===== src/rtl/controle_pc.sv =====
`default_nettype none
// ============================================================================
// Module   : controle_pc
// Purpose  : PC register and handshaked fetch/execute sequencer with
//            jr/jump/branch redirect. Optional misaligned-target exception
//            enabled by CONTROLE_PC_EXCECAO_EN.
// Revision : 1.0 - initial release
// ============================================================================
module controle_pc #(
    parameter logic [31:0] RESET_ADDR = 32'h0000_0000,
    parameter logic [31:0] EXC_VECTOR = 32'h0000_0080
) (
    input  logic        clock,
    input  logic        reset_n,
    input  logic        busca_ack,
    input  logic        desvio_tomado,
    input  logic [31:0] endereco_jump,
    input  logic        jump,
    input  logic [25:0] indice_jump,
    input  logic        jr,
    input  logic [31:0] endereco_jr,
    input  logic        halt,
    output logic [31:0] endereco_PC,
    output logic [31:0] pc_mais_4,
    output logic        busca_req,
    output logic        instr_valida,
    output logic        parado,
    output logic [31:0] contador_instr
`ifdef CONTROLE_PC_EXCECAO_EN
    ,
    output logic        excecao,
    output logic [31:0] epc
`endif
);

    typedef enum logic [1:0] {
        INICIO  = 2'd0,
        BUSCA   = 2'd1,
        EXECUTA = 2'd2,
        PARADO  = 2'd3
    } state_t;

    state_t      state_q, state_d;
    logic [31:0] pc_q, pc_d;
    logic [31:0] cnt_q, cnt_d;
    logic        redirect;
    logic [31:0] target;
    logic [31:0] next_pc;

    assign endereco_PC    = pc_q;
    assign pc_mais_4      = pc_q + 32'd4;
    assign busca_req      = (state_q == BUSCA);
    assign instr_valida   = (state_q == EXECUTA);
    assign parado         = (state_q == PARADO);
    assign contador_instr = cnt_q;

    // Fixed redirect priority: jr, then jump, then taken branch.
    always_comb begin
        redirect = jr | jump | desvio_tomado;
        target   = endereco_jump;
        if (jr) begin
            target = endereco_jr;
        end else if (jump) begin
            target = {pc_mais_4[31:28], indice_jump, 2'b00};
        end
    end

`ifdef CONTROLE_PC_EXCECAO_EN
    logic        exc_q, exc_d;
    logic [31:0] epc_q, epc_d;
    logic        misaligned;

    assign misaligned = redirect && (target[1:0] != 2'b00);
    assign next_pc    = misaligned ? EXC_VECTOR : (redirect ? target : pc_mais_4);
    assign excecao    = exc_q;
    assign epc        = epc_q;
`else
    logic [31:0] exc_vector_unused;

    assign exc_vector_unused = EXC_VECTOR;
    assign next_pc = redirect ? (target & ~32'h3) : pc_mais_4;
`endif

    always_comb begin
        state_d = state_q;
        pc_d    = pc_q;
        cnt_d   = cnt_q;
`ifdef CONTROLE_PC_EXCECAO_EN
        exc_d   = 1'b0;
        epc_d   = epc_q;
`endif
        case (state_q)
            INICIO:  state_d = BUSCA;
            BUSCA:   if (busca_ack) state_d = EXECUTA;
            EXECUTA: begin
                cnt_d = cnt_q + 32'd1;
                if (halt) begin
                    state_d = PARADO;
                end else begin
                    state_d = BUSCA;
                    pc_d    = next_pc;
`ifdef CONTROLE_PC_EXCECAO_EN
                    if (misaligned) begin
                        exc_d = 1'b1;
                        epc_d = pc_q;
                    end
`endif
                end
            end
            PARADO:  state_d = PARADO;
            default: state_d = INICIO;
        endcase
    end

    always_ff @(posedge clock or negedge reset_n) begin
        if (!reset_n) begin
            state_q <= INICIO;
            pc_q    <= RESET_ADDR;
            cnt_q   <= 32'd0;
        end else begin
            state_q <= state_d;
            pc_q    <= pc_d;
            cnt_q   <= cnt_d;
        end
    end

`ifdef CONTROLE_PC_EXCECAO_EN
    always_ff @(posedge clock or negedge reset_n) begin
        if (!reset_n) begin
            exc_q <= 1'b0;
            epc_q <= 32'd0;
        end else begin
            exc_q <= exc_d;
            epc_q <= epc_d;
        end
    end
`endif

endmodule
`default_nettype wire


===== config.mk =====
export PLATFORM = sky130hd
export DESIGN_NAME = controle_pc
export DESIGN_NICKNAME = d
export VERILOG_FILES = /design/src/rtl/controle_pc.sv
export SDC_FILE = /design/constraint.sdc
export NUM_CORES = 1
export LEC_CHECK = 0
export ABC_AREA = 1
export CAP_MARGIN = 20
export CORE_UTILIZATION = 47
export DETAILED_ROUTE_END_ITERATION = 6
export MAX_ROUTING_LAYER = met4
export PLACE_DENSITY = 0.89
export SLEW_MARGIN = 20
export SYNTH_ARGS = -nofsm -noshare
export SYNTH_HDL_FRONTEND = slang
export SYNTH_SLANG_ARGS = --single-unit
export TNS_END_PERCENT = 20

===== constraint.sdc =====
create_clock -name clock -period 5.1 [get_ports clock]
set_clock_uncertainty 0.15 [all_clocks]
set_input_delay 1.53 -clock clock [delete_from_list [all_inputs] [get_ports clock]]
set_output_delay 1.53 -clock clock [all_outputs]
set_load 0.02 [all_outputs]

Word level (Yosys, flattened, before mapping)
Index checks and enable logic that the tools add are counted.
{"block": "word_totals", "regBits": 66, "latch_bits": 0, "ramBits": 0, "rom_bits": 0, "inputBits": 97, "output_inout_bits": 99, "elab_cells": 20, "memories": 0}
{"block": "classes", "add_sub_neg": 2, "multipliers": 0, "div": 0, "n_lt_le_gt_ge": 0, "n_eq_ne": 4, "shift": 0, "muxes": 6, "bitwise_logic": 3, "n_reduce_logical": 2}
{"op": "two-way mux 32 bit", "count": 3}
{"op": "adder 32 x 1 -> 32 bit, second input constant", "count": 1}
{"op": "adder 32 x 3 -> 32 bit, second input constant", "count": 1}
{"op": "one-hot mux 2 bit (4 select lines)", "count": 1}
{"op": "== test 2 bit, second input constant", "count": 2}
{"op": "two-way mux 2 bit", "count": 2}
{"op": "== test 2 x 1 -> 1 bit, second input constant", "count": 1}
{"op": "logical NOT 2 bit", "count": 1}
{"op": "!= test 2 bit, second input constant", "count": 1}
{"op": "OR 1 bit", "count": 2}
{"op": "AND reduction 2 bit", "count": 1}
{"op": "inverter 1 bit", "count": 1}

Logic depth before layout (Yosys ltp)
{"block": "logic_depth", "ltp_word": 4, "ltp_mapped": 12, "mapped_depth_nobuf": 11}

Worst setup path before layout
OpenSTA, ideal clock, no wires.
{"block": "synth_path", "path_kind": "reg-to-output", "from": "register pc_q[2], in the netlist endereco_PC[2]", "to": "output port pc_mais_4[18]", "arrival_time_ns": 1.615, "t_required_ns": 3.420, "slack_ns": 1.805, "path_stages_with_launch": 7, "path_buffers": 0, "path_cell_list": "dfrtp_1 ha_1 nand2_1 nor2_1 nand2_1 nor2_1 xor2_1"}
{"block": "synth_between", "elab_chain_len": 1}
{"item": "from (decl)", "line_no": "44", "text": "logic [31:0] pc_q, pc_d;"}
{"item": "from (signal assigned)", "line_no": "122", "text": "pc_q <= pc_d;"}
{"item": "adder 32 x 3 -> 32 bit", "line_no": "51", "text": "assign pc_mais_4 = pc_q + 32'd4;"}
{"item": "to (decl)", "line_no": "24", "text": "output logic [31:0] pc_mais_4,"}
No other way between the ends.

Worst setup path after layout
Same ends and word-level chain as after synthesis.

==> metrics <==
mapped cell area 4610 µm²; 1st-iter DRT viols 311; first-pass GRT wire length 25800 µm; peak supply drop 0.000252 V; Synthesis Warnings 0; DIE HEIGHT 101 µm; CP Max Fanout 5; Slew Limit Fails 0; # IOs 196; synth cell count leaders nand2_1, nor2_1, dfrtp_1; CTS Buf Count 9; Nets 988; Static Leak 2.82 nW; FF-to-FF setup slack 2600 ps; Post-DRT Antenna Nets 0; pin count of the biggest net entering global routing 46; total power 2.14 mW; CP required 3420 ps; P per Cell Area 319 nW/µm²; area share of the leading cell type in the synthesized netlist 34.7%; Post-synth EDFFs 0; Hold Path Depth 2; Antenna Cells 0; H-tree levels 3; status complete, no violations; Worst R2R Start state_q[0]; Avg Cell Area, Syn 6.52 µm²; Hold-fix buffers, CTS 0; CTS sink count 64; FFs w/ async S/R, synth 100%; chip width 101 µm; largest buffer count on any clock path 2; drt pass-1 iters 5; post-route setup TNS 0 ps; Final Hold Vio Count 0; Total GRT Usage 33.9%; final worst path period need 4370 ps; Post-Route WL 16100 µm; total gr overflow 0; critical path class reg -> out; Reg2Reg Depth 7; Crit path arrival time 2690 ps; Starting Density 49.2%; count leader, synth nand2_1; Final Wtd Congestion 0.947; Tcrit/Tclk final 85.8%; Peak Freq 229 MHz; core area 9370 µm²; std cell rows 35; dpl hpwl 12700 µm; Avg Vias per Cell 5.37; CP Capture Type primary output; dominant synthesized flop cell dfrtp_1; Max Cap Violations 0; WHS Endpoint state_q[0]; WL per Instance 15.8 µm; unrepaired setup endpoints after global routing false; fraction of layout cells with a size suffix above 1 4.26%; reg2reg end endereco_PC[29]; Least-Margin Pin Slew 822 ps; CTS tree done; Seq/Total Area, Yosys 34.7%; Via Count 5488; Die ar. 10200 µm²; postcts setup bufs 0; Setup Viol. Count Final 0; vias in the first global route 5225; Clock Pin Slew Worst Setup and Hold Paths 80 ps; Clock Latency Late Sink 340 ps; Seq cells post-synth 64; root buffer cell clkbuf_8; Worst setup SP type register; PortBufs 187; worst hold-check path type reg -> reg; Resized cells post-CTS 0; Area growth, synth to finish 45.5%; largest cells by area after synthesis dfrtp_1, nand2_1, nor2_1, xor2_1, inv_1; Post-Synthesis Cells 708; area leader, netlist dfrtp_1; Netlist cell types 36; max_slew headroom 45.2%; Hold Crit Start state_q[1]; DRC 0; initial antenna violation count 0
## worst max-delay path, stage by stage (launching register included)
cell             delay, ps
dfrtp_1                430
ha_1                   240
nand2_1                 70
nor2_1                 310
nand2_1                270
nor2_1                 180
xor2_1                 200
clkdlybuf4s50_1        640
## kinds of logic after synthesis
family	after synthesis	synth area share [%]
AO/OA/AOI/OAI	96	12.0
XOR/XNOR	34	6.45
adder cells (fa/ha/maj)	2	0.542
buffers and inverters	76	7.30
flip-flops	64	34.7
other	1	0.0813
AND/OR/NAND/NOR	435	38.9
## layer usage
layer	up-vias	wire (µm)	track usage (%)
met1	2562	6960	43.4
met4	0	522	13.9
met5	-	0	-
met3	43	1040	5.41
li1	2619	-	-
met2	264	7590	53.4
## where the power goes
part | internal (mW) | total [mW] | switching, mW | leakage, nW
clock network | 0.176 | 0.388 | 0.213 | 0.0817
logic | 0.467 | 1.02 | 0.548 | 1.93
registers | 0.591 | 0.737 | 0.146 | 0.814
total | 1.23 | 2.14 | 0.907 | 2.82
## sequential cells by signal, indices dropped and copies added (netlist names)
signal / flops
contador_instr: 32
endereco_PC: 30
state_q: 2
## cell usage in the layout, fill, tap and decap left out, drive strengths merged, types with 3 or more instances in the layout
master         Yosys  layout
a21oi             33      33
a22o               4       4
and2               4       4
buf               16       4
clkbuf             7       9
clkdlybuf4s50      0     186
clkinv             0       3
conb               1       4
dfrtp             64      64
inv               53      54
nand2            228     228
nand3             27      27
nand3b             6       6
nor2             149     149
nor3              15      15
o211ai             5       5
o21ai             23      23
o22ai             28      28
xnor2             12      12
xor2              22      22
## worst max path at each step
stage,startpoint,end,slack [ps],cells after the start
4_1_cts,endereco_PC[2],pc_mais_4[18],750,7
3_5_place_dp,jr,endereco_PC[9],810,8
6_report,endereco_PC[2],pc_mais_4[18],730,7
3_3_place_gp,jr,endereco_PC[9],910,8
2_1_floorplan,endereco_PC[2],pc_mais_4[18],1800,6
5_1_grt,endereco_PC[2],pc_mais_4[18],580,7
## final cells by class
| class | count | area [µm²] |
|---|---|---|
| Timing Repair Buffer | 190 | 1890 |
| Multi-Input combinational cell | 571 | 2690 |
| Fill cell | 804 | 2660 |
| Tap cell | 129 | 161 |
| Clock buffer | 9 | 124 |
| Sequential cell | 64 | 1600 |
| Clock inverter | 6 | 46.3 |
| Inverter | 53 | 201 |
## stage by stage
step / instance area (µm²) / hold slack (ps) / utilization (%) / setup slack, ps / instances
2_1_floorplan: 4620 / 406 / - / 1800 / 711
3_3_place_gp: 6540 / 337 / 69.8 / 914 / 1007
3_5_place_dp: 6540 / 362 / 69.8 / 805 / 1007
4_1_cts: 6710 / 379 / 71.6 / 752 / 1022
5_1_grt: 6710 / 403 / 71.6 / 578 / 1022
6_report: 6710 / 376 / 71.6 / 725 / 1022
No activity file was read; power rests on OpenSTA's default activity.
